`config.mk`:
```
export PLATFORM = sky130hd
export DESIGN_NAME = seq_add_sub_flat
export DESIGN_NICKNAME = d
export VERILOG_FILES = /design/src/rtl/seq_add_sub_pkg.sv /design/src/rtl/seq_add_sub_if.sv /design/src/rtl/full_adder.sv /design/src/rtl/seq_add_sub_chunk_adder.sv /design/src/rtl/seq_add_sub.sv /design/src/flat_wrapper.sv
export SDC_FILE = /design/constraint.sdc
export NUM_CORES = 1
export LEC_CHECK = 0
export BUFFER_PORTS_ARGS = -buffer_cell sky130_fd_sc_hd__buf_4
export CORE_UTILIZATION = 48
export DETAILED_ROUTE_END_ITERATION = 10
export PLACE_DENSITY = 0.76
export SYNTH_ARGS = -nofsm -noshare
export SYNTH_HDL_FRONTEND = slang
export SYNTH_SLANG_ARGS = --single-unit
```
`constraint.sdc`:
```
create_clock -name clk -period 4 [get_ports clk]
set_input_delay 0.4 -clock clk [delete_from_list [all_inputs] [get_ports clk]]
set_output_delay 0.4 -clock clk [all_outputs]
set_load 0.1 [all_outputs]
```
`src/rtl/seq_add_sub_pkg.sv`:
```
// Shared types for the multi-cycle adder/subtractor.
// FSM encoding, mode constants and the status flag bundle.
package seq_add_sub_pkg;

  typedef enum logic [1:0] {
    IDLE = 2'd0,
    RUN  = 2'd1,
    DONE = 2'd2
  } state_t;

  localparam logic MODE_ADD = 1'b0;
  localparam logic MODE_SUB = 1'b1;

  typedef struct packed {
    logic cout;
    logic ovf;
    logic zero;
    logic neg;
  } flags_t;

  localparam flags_t FLAGS_CLR = '{
    cout: 1'b0,
    ovf:  1'b0,
    zero: 1'b0,
    neg:  1'b0
  };

endpackage

```
`src/rtl/seq_add_sub_if.sv`:
```
// Request/response bundle of seq_add_sub.
// master drives operands and result acceptance; slave is the block.
interface seq_add_sub_if #(
  parameter int WIDTH = 32
);

  logic             in_valid;
  logic             in_ready;
  logic [WIDTH-1:0] a;
  logic [WIDTH-1:0] b;
  logic             sub;
  logic             out_valid;
  logic             out_ready;
  logic [WIDTH-1:0] sum;
  logic             cout;
  logic             ovf;
  logic             zero;
  logic             neg;

  modport master (
    output in_valid,
    output a,
    output b,
    output sub,
    output out_ready,
    input  in_ready,
    input  out_valid,
    input  sum,
    input  cout,
    input  ovf,
    input  zero,
    input  neg
  );

  modport slave (
    input  in_valid,
    input  a,
    input  b,
    input  sub,
    input  out_ready,
    output in_ready,
    output out_valid,
    output sum,
    output cout,
    output ovf,
    output zero,
    output neg
  );

endinterface

```
`src/rtl/full_adder.sv`:
```
// One-bit full-adder cell.
// Building block of the ripple chunk adder.
module full_adder (
  input  logic a,
  input  logic b,
  input  logic cin,
  output logic s,
  output logic cout
);

  assign s    = a ^ b ^ cin;
  assign cout = (a & b) | (cin & (a ^ b));

endmodule

```
`src/rtl/seq_add_sub_chunk_adder.sv`:
```
// W-bit ripple adder made of full_adder cells.
// Also exposes the carry into its MSB for signed overflow.
module chunk_adder #(
  parameter int W = 8
) (
  input  logic [W-1:0] a,
  input  logic [W-1:0] b,
  input  logic         cin,
  output logic [W-1:0] s,
  output logic         cout,
  output logic         cmsb
);

  logic [W:0] c;

  assign c[0] = cin;

  for (genvar i = 0; i < W; i++) begin : g_bit
    full_adder u_fa (
      .a    (a[i]),
      .b    (b[i]),
      .cin  (c[i]),
      .s    (s[i]),
      .cout (c[i+1])
    );
  end

  assign cout = c[W];
  assign cmsb = c[W-1];

endmodule

```
`src/rtl/seq_add_sub.sv`:
```
// Multi-cycle add/sub: CHUNK bits per clock through one chunk adder.
// Partial sums shift into op_a from the top as op_a empties.
module seq_add_sub
  import seq_add_sub_pkg::*;
#(
  parameter int WIDTH = 32,
  parameter int CHUNK = 8
) (
  input logic        clk,
  input logic        rst,
  seq_add_sub_if.slave bus
);

  localparam int NCHUNK = WIDTH / CHUNK;
  localparam int CW = (NCHUNK > 1) ? $clog2(NCHUNK) : 1;
  localparam logic [CW-1:0] LAST = CW'(NCHUNK - 1);

  if (CHUNK < 1 || CHUNK > WIDTH ||
      (WIDTH % CHUNK) != 0) begin : g_bad_cfg
    $error("seq_add_sub: WIDTH must be a multiple of CHUNK");
  end

  state_t           state, state_n;
  logic [WIDTH-1:0] op_a, op_a_n;
  logic [WIDTH-1:0] op_b, op_b_n;
  logic             carry, carry_n;
  logic [CW-1:0]    cnt, cnt_n;
  logic [WIDTH-1:0] sum_q, sum_n;
  flags_t           flags, flags_n;

  logic [CHUNK-1:0] cs;
  logic             cc;
  logic             cmsb;
  logic [WIDTH-1:0] res;

  chunk_adder #(
    .W (CHUNK)
  ) u_chunk (
    .a    (op_a[CHUNK-1:0]),
    .b    (op_b[CHUNK-1:0]),
    .cin  (carry),
    .s    (cs),
    .cout (cc),
    .cmsb (cmsb)
  );

  // After NCHUNK steps res holds the whole sum, LSB chunk lowest.
  assign res = (WIDTH'(cs) << (WIDTH - CHUNK)) |
               (op_a >> CHUNK);

  always_comb begin
    state_n = state;
    op_a_n  = op_a;
    op_b_n  = op_b;
    carry_n = carry;
    cnt_n   = cnt;
    sum_n   = sum_q;
    flags_n = flags;
    unique case (state)
      IDLE: begin
        if (bus.in_valid) begin
          op_a_n  = bus.a;
          op_b_n  = (bus.sub == MODE_SUB) ?
                    ~bus.b : bus.b;
          carry_n = (bus.sub == MODE_SUB);
          cnt_n   = '0;
          state_n = RUN;
        end
      end
      RUN: begin
        op_a_n  = res;
        op_b_n  = op_b >> CHUNK;
        carry_n = cc;
        cnt_n   = cnt + CW'(1);
        if (cnt == LAST) begin
          sum_n        = res;
          flags_n.cout = cc;
          flags_n.ovf  = cmsb ^ cc;
          flags_n.zero = (res == '0);
          flags_n.neg  = res[WIDTH-1];
          state_n      = DONE;
        end
      end
      DONE: begin
        if (bus.out_ready) begin
          state_n = IDLE;
        end
      end
      default: begin
        state_n = IDLE;
      end
    endcase
  end

  always_ff @(posedge clk) begin
    if (rst) begin
      state <= IDLE;
      op_a  <= '0;
      op_b  <= '0;
      carry <= 1'b0;
      cnt   <= '0;
      sum_q <= '0;
      flags <= FLAGS_CLR;
    end else begin
      state <= state_n;
      op_a  <= op_a_n;
      op_b  <= op_b_n;
      carry <= carry_n;
      cnt   <= cnt_n;
      sum_q <= sum_n;
      flags <= flags_n;
    end
  end

  assign bus.in_ready  = (state == IDLE);
  assign bus.out_valid = (state == DONE);
  assign bus.sum       = sum_q;
  assign bus.cout      = flags.cout;
  assign bus.ovf       = flags.ovf;
  assign bus.zero      = flags.zero;
  assign bus.neg       = flags.neg;

endmodule

```
`src/flat_wrapper.sv`:
```
// flat-port wrapper written by rule: the top's interface ports become plain ports
module seq_add_sub_flat import seq_add_sub_pkg::*;
#(
  parameter int WIDTH = 32,
  parameter int CHUNK = 8
)
  (clk, rst, bus_in_valid, bus_a, bus_b, bus_sub, bus_out_ready, bus_in_ready, bus_out_valid, bus_sum, bus_cout, bus_ovf, bus_zero, bus_neg);
  seq_add_sub_if #(.WIDTH(WIDTH)) bus_i ();
  input logic clk;
  input logic rst;
  input wire logic [$bits(bus_i.in_valid)-1:0] bus_in_valid;
  input wire logic [$bits(bus_i.a)-1:0] bus_a;
  input wire logic [$bits(bus_i.b)-1:0] bus_b;
  input wire logic [$bits(bus_i.sub)-1:0] bus_sub;
  input wire logic [$bits(bus_i.out_ready)-1:0] bus_out_ready;
  output wire logic [$bits(bus_i.in_ready)-1:0] bus_in_ready;
  output wire logic [$bits(bus_i.out_valid)-1:0] bus_out_valid;
  output wire logic [$bits(bus_i.sum)-1:0] bus_sum;
  output wire logic [$bits(bus_i.cout)-1:0] bus_cout;
  output wire logic [$bits(bus_i.ovf)-1:0] bus_ovf;
  output wire logic [$bits(bus_i.zero)-1:0] bus_zero;
  output wire logic [$bits(bus_i.neg)-1:0] bus_neg;
  assign bus_i.in_valid = bus_in_valid;
  assign bus_i.a = bus_a;
  assign bus_i.b = bus_b;
  assign bus_i.sub = bus_sub;
  assign bus_i.out_ready = bus_out_ready;
  assign bus_in_ready = bus_i.in_ready;
  assign bus_out_valid = bus_i.out_valid;
  assign bus_sum = bus_i.sum;
  assign bus_cout = bus_i.cout;
  assign bus_ovf = bus_i.ovf;
  assign bus_zero = bus_i.zero;
  assign bus_neg = bus_i.neg;
  seq_add_sub #(.WIDTH(WIDTH), .CHUNK(CHUNK)) u_core (.clk(clk), .rst(rst), .bus(bus_i));
endmodule
```
==> flow_summary.yaml <==
outcome:
  status: "completed"
final_layout:
  fillers: 826
  final_cell_mix: "127 x nor2_1, 113 x buf_4, 102 x dfxtp_1"
  stdcell_count: 730
  insertedDiodeCount: 0
  nets: 692
  syn2layout_area_growth_pct: 20.8
  seq_area_um2: 2080
  layout-drive-gt1-share: 0.231
  multiInputGateArea_um2: 2180
  layout_commonest_cell: "nor2_1"
critical_path:
  required_ns: 4.28
  path_class: "reg -> reg"
  cp-end-kind: "register"
  cp_cell_sequence: "fa_2 -> fa_2 -> fa_2 -> fa_2 -> inv_2 -> fa_1 -> inv_1 -> fa_2 -> fa_2 -> or4_1 -> nor3_1 -> nand4_1 -> o31ai_2"
  worstPathArrival_ns: 4.20
  critical_path.slowest_cell: "or4_1"
  worst_path_most_repeated_cell: "fa_2"
  cp-start-kind: "register"
  cpPeakStageDelay_ns: 0.48
  path_max_fanout: 2
pwr:
  power.density_nw_per_um2: 394
  power_leakage_nw: 2.29
  irDropWorstVdd_uv: 189
synthesis:
  synthDistinctLibCells: 36
  syn_nets: 615
  synth_cells: 537
  synth.cell_area_um2: 4540
  yosys_warnings: 0
  syn_area_per_cell_um2: 8.45
  ys_seq_elements: 104
  yosysSeqAreaShare: 0.459
clock_network:
  insertion_delay_ns: 0.36
  root_buffer: "clkbuf_8"
  path_clk_slew_ns: 0.10
  cts_tree: "done"
  hold_buffers: 0
  htreeDepth: 3
  clockBufferDepth: 2
  cts_sinks: 104
  cts_buffers: 9
drt:
  ant_nets: 0
  num_vias: 4188
  drt_iter0_drc: 344
  wl_per_cell_um: 16.3
  drc: 0
  routed_wl_mm: 11.9
  drtPass1Iterations: 5
  vias_per_cell: 5.74
global_routing:
  grt_pass1_wl_mm: 18.9
  grt_pass1_vias: 3934
  antenna_found_initial: 0
  grt_max_degree: 106
  overflow: 0
  grt_use_total: 0.240
placement:
  place_congestion: 0.851
  port_buffers: 106
  post-place-ws_ns: -0.132
  dp_hpwl_mm: 8.15
  dp_cells: 713
timing:
  relSlewSlack: 0.193
  min_period_over_period: 0.980
  layout_setup_ws_ns: 0.0792
  fin_crit_ns: 3.92
  worst_slew_pin_slew_ns: 1.21
  hold_viol: 0
  max_freq_mhz: 255
  fin_skew_ns: 0.0105
  slew_viol_final: 0
  rsz0062_at_grt: "true"
  finalSetupViolations: 0
die:
  io_pins: 107
  rows: 35
  dieHeight_um: 99.2
  coreArea_um2: 9200
  dieArea_um2: 9840
  dieWidth_um: 99.2
  start_util: 0.493
hold_path:
  hold_class: "in -> reg"
job:
  cap_violations: 0
==> final timing paths <==
kind                                        start                end  slack, ns  cells past startpoint
worst max register to register     u_core.op_b[0]    u_core.bus.zero       0.08                     13
worst min register to register  u_core.bus.sum[8]  u_core.bus.sum[8]       0.46                      2
worst max-delay path               u_core.op_b[0]    u_core.bus.zero       0.08                     13
worst min-delay path                bus_out_ready    u_core.state[1]       0.30                      3
==> where the power goes <==
group          switching, mW  total [mW]  internal [mW]  leakage (nW)
Combinational          0.201       0.371          0.169          1.34
Clock                  0.362       0.626          0.264        0.0917
Sequential            0.0653        1.16           1.10         0.853
==> logic make-up after synthesis <==
logic type	share of synthesized area
buf+inv	0.0634
flops	0.459
fa+ha+maj	0.0381
xor+xnor	0.0637
compound gates	0.137
simple gates	0.238
==> per-stage QoR <==
step	util	instance area, um^2	TNS [ns]	hold WS (ns)	total power [mW]
after detailed placement	0.573	5270	-0.263	0.447	1.55
after floorplan	-	4540	0	0.444	1.41
final	0.596	5480	0	0.297	2.16
after global placement	0.573	5270	-0.129	0.444	1.53
after CTS	0.595	5470	0	0.285	2.16
after global routing	0.596	5480	-0.0276	0.314	2.25
==> registers in the layout, summed over array words and instances, names as in the netlist <==
signal	flops
u_core.carry	1
u_core.bus.cout	1
u_core.cnt	2
u_core.bus.zero	1
u_core.op_a	32
u_core.state	2
u_core.bus.sum	32
u_core.op_b	32
u_core.bus.ovf	1
==> metal layers <==
layer / up-vias / share of wire / GRT usage
li1: 1988 / - / -
met1: 1966 / 0.41 / 0.303
met3: 29 / 0.067 / 0.0316
met4: 0 / 0.025 / 0.0950
met2: 205 / 0.49 / 0.417
met5: - / 0 / 0
==> timing repair <==
item / 4_1_cts / 5_1_grt
setup buffers: 0 / 1
hold endpoints to repair: 0 / 0
gates resized for setup: 6 / 0
endpoints found under the setup margin: 2 / 2
pin swaps: 5 / 8
==> critical path: cells and delay by family (launching register included) <==
family                   cells  cell delay [ns]
adder cells (fa/ha/maj)      7             2.39
AND/OR/NAND/NOR              3             0.75
flip-flops                   1             0.35
AO/OA/AOI/OAI                1             0.23
buffers and inverters        2             0.12
==> cell type report <==
| type | count | share of cell area |
|---|---|---|
| Multi-Input combinational cell | 378 | 0.399 |
| Tap cell | 111 | 0.0254 |
| Inverter | 8 | 0.00548 |
| Clock buffer | 11 | 0.0276 |
| Sequential cell | 104 | 0.381 |
| Timing Repair Buffer | 113 | 0.155 |
| Clock inverter | 5 | 0.00754 |
==> cells in the mapped netlist <==
cell       number  area share
nand3b_1        1      0.0017
a211oi_1        4      0.0066
dfxtp_1       104        0.46
a21oi_1        32       0.035
nand4_1         1      0.0014
nand3_1         1      0.0011
xor2_1         32       0.062
nor4_1         22       0.030
buf_1           3      0.0025
buf_6           5       0.012
o21ai_0         1      0.0011
a222oi_1       24       0.053
buf_4           7       0.012
nand2_1        65       0.054
a2111oi_0       2      0.0039
o22ai_1         5      0.0069
inv_1           7      0.0058
nand2b_1        3      0.0041
and2_1          2      0.0028
fa_1            8       0.035
buf_2          14       0.015
xnor2_1         1      0.0019
a22oi_1        11       0.018
or4_4           1      0.0025
nor2b_1         8       0.011
clkinv_1        1     0.00083
or2_1           1      0.0014
clkbuf_1       18       0.015
ha_1            1      0.0028
a2bb2oi_1       5      0.0097
or4_1           1      0.0017
nor2_1        128        0.11
nor4_2          1      0.0028
nand2_2         1      0.0014
o31ai_2         1      0.0028
nor3_1         15       0.017
No activity file was read; power rests on OpenSTA's default activity.
